### src/rtl/gtp_rx_deframer.sv
// GTP receive deframer: lane-aligns the 16-bit 8b/10b-decoded stream, acquires
// link sync on K28.5 idles, and extracts SOF/EOF-delimited frames into a
// valid/sof/last word stream. Aborted frames are pulsed and counted.
module gtp_rx_deframer #(
  parameter int unsigned SYNC_CNT = 16,
  parameter int unsigned ERR_MAX  = 4,
  parameter int unsigned MAX_LEN  = 1024
) (
  input  logic        rx_clk,
  input  logic        rxresetdone,
  input  logic [15:0] rx_data,
  input  logic [1:0]  rxcharisk,
  output logic        link_up,
  output logic        comma_swap,
  output logic [15:0] m_data,
  output logic        m_valid,
  output logic        m_sof,
  output logic        m_last,
  output logic        frame_err,
  output logic [15:0] frame_err_cnt
);

  localparam int unsigned CNT_W = $clog2(SYNC_CNT + 1);
  localparam int unsigned ERR_W = $clog2(ERR_MAX + 1);
  localparam int unsigned LEN_W = $clog2(MAX_LEN + 1);

  localparam logic [7:0] K28_5 = 8'hBC;
  localparam logic [7:0] K27_7 = 8'hFB;
  localparam logic [7:0] K29_7 = 8'hFD;

  typedef enum logic [2:0] {W_IDLE, W_SOF, W_EOF, W_DATA, W_BAD} wcls_t;
  typedef enum logic [1:0] {S_LOS, S_CHECK, S_SYNC} sync_t;
  typedef enum logic {F_IDLE, F_DATA} frm_t;

  logic [15:0]      prev_q, a_word_q;
  logic [1:0]       prev_k_q, a_k_q;
  wcls_t            wcls;
  logic             comma0, comma1;

  sync_t            sst_q, sst_d;
  logic             swap_q, swap_d;
  logic [CNT_W-1:0] cnt_q, cnt_d;
  logic [ERR_W-1:0] err_q, err_d;
  logic [1:0]       blank_q, blank_d;
  logic             link_up_q;

  frm_t             fst_q, fst_d;
  logic [LEN_W-1:0] len_q, len_d;
  logic [15:0]      hold_q, hold_d;
  logic             hold_v_q, hold_v_d;
  logic             hold_sof_q, hold_sof_d;
  logic [15:0]      m_data_q, m_data_d;
  logic             m_valid_q, m_valid_d;
  logic             m_sof_q, m_sof_d;
  logic             m_last_q, m_last_d;
  logic             ferr_q, ferr_d;
  logic [15:0]      ferr_cnt_q;

  assign comma0 = rxcharisk[0] && (rx_data[7:0]  == K28_5);
  assign comma1 = rxcharisk[1] && (rx_data[15:8] == K28_5);

  // Lane alignment: with swap set, byte1 of the previous word pairs with byte0 of the current one
  always_ff @(posedge rx_clk or negedge rxresetdone) begin
    if (!rxresetdone) begin
      prev_q   <= '0;
      prev_k_q <= '0;
      a_word_q <= '0;
      a_k_q    <= '0;
    end else begin
      prev_q   <= rx_data;
      prev_k_q <= rxcharisk;
      if (swap_q) begin
        a_word_q <= {rx_data[7:0], prev_q[15:8]};
        a_k_q    <= {rxcharisk[0], prev_k_q[1]};
      end else begin
        a_word_q <= prev_q;
        a_k_q    <= prev_k_q;
      end
    end
  end

  // Classify the aligned word
  always_comb begin
    wcls = W_BAD;
    if (a_k_q == 2'b00) begin
      wcls = W_DATA;
    end else if (a_k_q == 2'b01) begin
      case (a_word_q[7:0])
        K28_5:   wcls = W_IDLE;
        K27_7:   wcls = W_SOF;
        K29_7:   wcls = W_EOF;
        default: wcls = W_BAD;
      endcase
    end
  end

  // Link sync next-state: comma hunt, idle qualification, error-based drop
  always_comb begin
    sst_d   = sst_q;
    swap_d  = swap_q;
    cnt_d   = cnt_q;
    err_d   = err_q;
    blank_d = blank_q;
    case (sst_q)
      S_LOS: begin
        if (comma0 || comma1) begin
          swap_d  = !comma0;
          sst_d   = S_CHECK;
          cnt_d   = '0;
          blank_d = 2'd2;
        end
      end
      S_CHECK: begin
        // The align pipeline still holds words paired under the old swap setting
        if (blank_q != 2'd0) begin
          blank_d = blank_q - 2'd1;
        end else if (wcls == W_IDLE) begin
          cnt_d = cnt_q + 1'b1;
          if (cnt_q == CNT_W'(SYNC_CNT - 1)) begin
            sst_d = S_SYNC;
            err_d = '0;
          end
        end else if (wcls == W_BAD) begin
          sst_d = S_LOS;
        end
      end
      S_SYNC: begin
        if (wcls == W_BAD) begin
          err_d = err_q + 1'b1;
          if (err_q == ERR_W'(ERR_MAX - 1)) begin
            sst_d = S_LOS;
          end
        end else if (wcls == W_IDLE) begin
          err_d = '0;
        end
      end
      default: sst_d = S_LOS;
    endcase
  end

  // Link sync state register
  always_ff @(posedge rx_clk or negedge rxresetdone) begin
    if (!rxresetdone) begin
      sst_q     <= S_LOS;
      swap_q    <= 1'b0;
      cnt_q     <= '0;
      err_q     <= '0;
      blank_q   <= '0;
      link_up_q <= 1'b0;
    end else begin
      sst_q     <= sst_d;
      swap_q    <= swap_d;
      cnt_q     <= cnt_d;
      err_q     <= err_d;
      blank_q   <= blank_d;
      link_up_q <= (sst_q == S_SYNC);
    end
  end

  // Frame extraction next-state: one-word hold so the final word can carry m_last
  always_comb begin
    fst_d      = fst_q;
    len_d      = len_q;
    hold_d     = hold_q;
    hold_v_d   = hold_v_q;
    hold_sof_d = hold_sof_q;
    m_data_d   = m_data_q;
    m_valid_d  = 1'b0;
    m_sof_d    = 1'b0;
    m_last_d   = 1'b0;
    ferr_d     = 1'b0;
    if (sst_q != S_SYNC) begin
      if (fst_q == F_DATA) begin
        ferr_d   = 1'b1;
        hold_v_d = 1'b0;
        fst_d    = F_IDLE;
      end
    end else begin
      case (fst_q)
        F_IDLE: begin
          if (wcls == W_SOF) begin
            fst_d    = F_DATA;
            len_d    = '0;
            hold_v_d = 1'b0;
          end
        end
        F_DATA: begin
          case (wcls)
            W_DATA: begin
              if (len_q == LEN_W'(MAX_LEN)) begin
                ferr_d   = 1'b1;
                hold_v_d = 1'b0;
                fst_d    = F_IDLE;
              end else begin
                if (hold_v_q) begin
                  m_valid_d = 1'b1;
                  m_data_d  = hold_q;
                  m_sof_d   = hold_sof_q;
                end
                hold_d     = a_word_q;
                hold_sof_d = !hold_v_q;
                hold_v_d   = 1'b1;
                len_d      = len_q + 1'b1;
              end
            end
            W_EOF: begin
              if (hold_v_q) begin
                m_valid_d = 1'b1;
                m_data_d  = hold_q;
                m_sof_d   = hold_sof_q;
                m_last_d  = 1'b1;
              end
              hold_v_d = 1'b0;
              fst_d    = F_IDLE;
            end
            W_SOF: begin
              ferr_d   = 1'b1;
              hold_v_d = 1'b0;
              len_d    = '0;
            end
            default: begin
              ferr_d   = 1'b1;
              hold_v_d = 1'b0;
              fst_d    = F_IDLE;
            end
          endcase
        end
        default: fst_d = F_IDLE;
      endcase
    end
  end

  // Frame state, hold register, output stream and saturating error counter
  always_ff @(posedge rx_clk or negedge rxresetdone) begin
    if (!rxresetdone) begin
      fst_q      <= F_IDLE;
      len_q      <= '0;
      hold_q     <= '0;
      hold_v_q   <= 1'b0;
      hold_sof_q <= 1'b0;
      m_data_q   <= '0;
      m_valid_q  <= 1'b0;
      m_sof_q    <= 1'b0;
      m_last_q   <= 1'b0;
      ferr_q     <= 1'b0;
      ferr_cnt_q <= '0;
    end else begin
      fst_q      <= fst_d;
      len_q      <= len_d;
      hold_q     <= hold_d;
      hold_v_q   <= hold_v_d;
      hold_sof_q <= hold_sof_d;
      m_data_q   <= m_data_d;
      m_valid_q  <= m_valid_d;
      m_sof_q    <= m_sof_d;
      m_last_q   <= m_last_d;
      ferr_q     <= ferr_d;
      if (ferr_d && (ferr_cnt_q != '1)) begin
        ferr_cnt_q <= ferr_cnt_q + 16'd1;
      end
    end
  end

  assign link_up       = link_up_q;
  assign comma_swap    = swap_q;
  assign m_data        = m_data_q;
  assign m_valid       = m_valid_q;
  assign m_sof         = m_sof_q;
  assign m_last        = m_last_q;
  assign frame_err     = ferr_q;
  assign frame_err_cnt = ferr_cnt_q;

endmodule

### config.mk
export PLATFORM = sky130hd
export DESIGN_NAME = gtp_rx_deframer
export DESIGN_NICKNAME = d
export VERILOG_FILES = /design/src/rtl/gtp_rx_deframer.sv
export SDC_FILE = /design/constraint.sdc
export NUM_CORES = 1
export LEC_CHECK = 0
export CORE_ASPECT_RATIO = 1.25
export CORE_MARGIN = 2
export CORE_UTILIZATION = 55
export CTS_CLUSTER_SIZE = 40
export DETAILED_ROUTE_END_ITERATION = 8
export PLACE_DENSITY_LB_ADDON = 0.25
export REMOVE_ABC_BUFFERS = 1
export SETUP_SLACK_MARGIN = 0.2
export SKIP_LAST_GASP = 1
export SYNTH_ARGS = -nofsm -noshare
export SYNTH_HDL_FRONTEND = slang
export SYNTH_SLANG_ARGS = --single-unit
### constraint.sdc
create_clock -name rx_clk -period 5.25 [get_ports rx_clk]
set_input_delay 1.05 -clock rx_clk [delete_from_list [all_inputs] [get_ports rx_clk]]
set_output_delay 1.05 -clock rx_clk [all_outputs]
set_load 0.03 [all_outputs]
Yosys cells after proc, flatten, opt, wreduce, memory -nomap -nowiden --
Index checks and enable logic that the tools add are counted.
Cells by class: add/subtract/negate cells 5, eq/ne operators 33, multiplexer cells 61, bitwise operators 3, reduce and logical (&&, ||, !) cells 22
Operator list (number):
- 2-to-1 mux 16 bit | 3
- one-hot mux 11 bit (2 select lines) | 2
- equality test 8 bit, second input constant | 5
- one-hot mux 16 bit (2 select lines) | 1
- 2-to-1 mux 1 bit | 22
- 2-to-1 mux 11 bit | 2
- inequality test 2 bit, second input constant | 11
- 2-to-1 mux 3 bit | 7
- 2-to-1 mux 2 bit | 10
- adder 16 x 1 -> 16 bit, second input constant | 1
- inequality test 16 bit, second input constant | 1
- AND reduction 4 bit | 4
- 2-to-1 mux 5 bit | 3
- inequality test 3 bit, second input constant | 5
- one-hot mux 1 bit (2 select lines) | 6
- adder 11 x 1 -> 11 bit, second input constant | 1
- equality test 11 bit, second input constant | 1
- one-hot mux 5 bit (2 select lines) | 1
- equality test 3 x 2 -> 1 bit, second input constant | 3
- one-hot mux 3 bit (3 select lines) | 1
- nonzero test 2 bit | 4
- one-hot mux 2 bit (3 select lines) | 1
- one-hot mux 3 bit (2 select lines) | 1
- AND reduction 6 bit | 1
- 19 further kinds | 27
Word-level totals: register bits after elaboration 116, input bits 20, output and inout port bits 38

Longest topological paths before layout --
depth after elaboration 9, gate-level depth with buffers 9, depth with buffers taken out 8

Worst setup path before layout --
Ideal clock, no wire load.
kind input-to-reg, start point in rx_data[0], end point reg cnt_q[1], arrival time 2091 ps, required time 5105 ps, path slack 3014 ps, stages 5, path through nand4bb_1 > nor4_1 > a31oi_1 > nor3_1 > o21ai_0
On the way: longest elaborated chain between the ends 5
Ends and longest elaborated chain:
- start, declared | RTL line 11 | input logic [15:0] rx_data,
- equality test 8 bit | RTL line 59 | assign comma0 = rxcharisk[0] && (rx_data[7:0] == K28_5);
- logical AND 1 bit | RTL line 59
- logical OR 1 bit | RTL line 106 | if (comma0 || comma1) begin
- inequality test 2 bit (no line)
- AND reduction 4 bit (no line)
- end signal, assigned | RTL line 153 | cnt_q <= cnt_d;
- end, declared | RTL line 42 | logic [CNT_W-1:0] cnt_q, cnt_d;
Every way passes these cells. A chain may end at the register's enable or synchronous reset.

Final worst setup path --
start point reg swap_q (netlist: comma_swap), end point out comma_swap
RTL lines:
- start, declared | RTL line 41 | logic swap_q, swap_d;
- start signal, assigned | RTL line 152 | swap_q <= swap_d;
- end, declared | RTL line 14 | output logic comma_swap,
No word-level cell between the ends.

==> flow_summary.json <==
{
  "p_leak_nw": 2.80,
  "syn_inst": 411,
  "critical-path-slowest-cell": "dfrtp_1",
  "clk_pin_slew_worst_paths_ns": 0.06,
  "final_area_um2": 6030,
  "grt_usage": 0.214,
  "final_common_cell": "dfrtp_1",
  "cts-hold-fix-buffers": 0,
  "startpoint_type": "flip-flop",
  "power_w": 0.00229,
  "ys_types": 46,
  "io_pins": 58,
  "final.setup.tns_ns": 0,
  "routed_wl_mm": 9.13,
  "cpLargestDelayFamily": "flip-flops",
  "syn-cell-area_um2": 4770,
  "io_buffers": 57,
  "synth-edff-count": 0,
  "place_ws_ns": 2.19,
  "fin_nets": 503,
  "yosysSeqAreaShare": 0.608,
  "finalHoldViolations": 0,
  "antenna_found_initial": 0,
  "drive_gt1_frac": 0.146,
  "irDropWorstVdd_v": 0.000242,
  "gp_congestion": 0.889,
  "cp_slowest_stage_delay_ns": 0.81,
  "first_pass_iters": 4,
  "grt_pass1_wl_mm": 15.3,
  "async_flop_share": 1.00,
  "clock_sinks": 116,
  "die_x_um": 87.3,
  "cts_root_buf": "clkbuf_8",
  "antennaDiodeCount": 0,
  "gr-total-overflow": 0,
  "cp.depth": 1,
  "cts_tree": "built",
  "path_max_fanout": 20,
  "viasPerCell": 5.58,
  "fmax_mhz": 314,
  "grt_max_degree": 79,
  "num_vias": 3273,
  "status": "finished, final reports clean",
  "cp_num_buf_inv": 1,
  "cp.required_ns": 4.20,
  "cp.arrival_ns": 2.14,
  "whs_ns": 0.446,
  "clockBufferDepth": 2,
  "core_um2": 8560,
  "grt_pass1_vias": 3315,
  "regToRegSetupSlack_ns": 2.54,
  "yosysWarnings": 0,
  "insertion_delay_ns": 0.51,
  "fin_skew_ns": 0.00942,
  "die_y_um": 108,
  "worst_pin_slew_ns": 1.07,
  "cp-end-kind": "output pin",
  "drt_iter0_markers": 195,
  "synth.avg_cell_area_um2": 11.6,
  "cts_setup_buffers": 0,
  "crit_type": "reg -> out",
  "cap_violations": 0,
  "final_cell_mix": "dfrtp_1, nand2_1, clkdlybuf4s50_1, mux2_2, nor2_1",
  "hpwl_mm": 6.09,
  "numCtsBuffers": 17,
  "antenna_left": 0,
  "fin_crit_ns": 3.19,
  "wire_per_inst_um": 15.6,
  "syn2layout_area_growth_pct": 26.2,
  "min_path_cells": 2,
  "power_per_cell_area_nw_per_um2": 380,
  "ys_seq_elements": 116,
  "rows": 38,
  "start_util": 0.558,
  "rsz0062_at_grt": "false",
  "drc_errors": 0,
  "worstHoldPathType": "reg -> reg",
  "fillers": 605,
  "fin_crit_sh": 0.607,
  "dieArea_um2": 9450,
  "finalSetupViolations": 0,
  "synth_flop_cell": "dfrtp_1",
  "worst-r2r-cell-count": 5,
  "cts_max_level": 4,
  "setup_slack_ns": 2.06,
  "worstPathCellList": "clkdlybuf4s50_1",
  "relSlewSlack": 0.286,
  "place_area_um2": 5420,
  "slew_violations": 0,
  "post_cts_resized": 0
}
## per-layer routing
metal	up-vias	part of all wire	track usage
met4	0	0.024	0.102
met2	85	0.51	0.350
met1	1621	0.42	0.257
met5	-	0	0
met3	22	0.040	0.0641
li1	1545	-	-
## sequential cells by signal, indices dropped and copies added (netlist names), 3 cells and up
name,cells
cnt_q,5
prev_q,16
frame_err_cnt,16
len_q,11
hold_q,16
m_data,16
a_word_q,16
err_q,3
## report_power, final
group          leakage [nW]  switching [W]  internal, W
clock                 0.299       0.000382     0.000791
combinational         0.995      0.0000680    0.0000726
sequential             1.51      0.0000386     0.000935
total                  2.80       0.000489      0.00180
## metrics by stage
step,std cells,util
floorplan,397,-
global placement,556,0.633
detailed placement,556,0.633
CTS,587,0.704
global route,587,0.704
finish,587,0.704
## final cells by class
cell class | count | area (um^2) | share of cell area
multi-input combinational | 268 | 1760 | 0.292
timing repair buffer | 59 | 583 | 0.0968
clock buffer | 22 | 453 | 0.0752
tap | 100 | 125 | 0.0208
inverter | 13 | 48.8 | 0.00810
sequential | 116 | 2900 | 0.482
clock inverter | 9 | 153 | 0.0253
## Yosys cell counts (all sizes together), types with 2 or more instances
cell       n  area [um^2]
o21bai     2         18.8
buf        7         42.5
a31oi      4         25.0
o31a       2         17.5
nand3     19         95.1
or3        2         17.5
xnor2     16          140
and4       4         35.0
ha         8          100
o22ai      4         25.0
clkbuf     7         26.3
xor2      10         87.6
mux2      35          394
dfrtp    116         2900
nor3b      2         15.0
a21oi      5         25.0
inv       13         48.8
nand2     76          285
nand4      8         50.1
and4b      2         20.0
nor2      21         78.8
o21ai      6         30.0
and2       4         25.0
nor3       9         45.0
a2bb2oi    2         17.5
and3       8         50.1
nor4       5         31.3
## kinds of logic after synthesis
group | after synthesis | share of synthesized area
AO/OA/AOI/OAI | 32 | 0.0456
XOR/XNOR | 26 | 0.0477
adder cells (fa/ha/maj) | 8 | 0.0210
buffers and inverters | 27 | 0.0246
flip-flops | 116 | 0.608
multiplexers | 36 | 0.0846
AND/OR/NAND/NOR | 166 | 0.169
## path summary, 6_finish.rpt
kind | end | start
max | comma_swap | comma_swap$_DFFE_PN0P_
min in group asynchronous | m_data[3]$_DFFE_PN0P_ | rxresetdone
min reg2reg | hold_q[12]$_DFFE_PN0P_ | a_word_q[12]$_DFF_PN0_
max in group asynchronous | prev_q[5]$_DFF_PN0_ | rxresetdone
max reg2reg | len_q[8]$_DFFE_PN0P_ | len_q[2]$_DFFE_PN0P_
min | hold_q[12]$_DFFE_PN0P_ | a_word_q[12]$_DFF_PN0_
No activity file was read; power rests on OpenSTA's default activity.
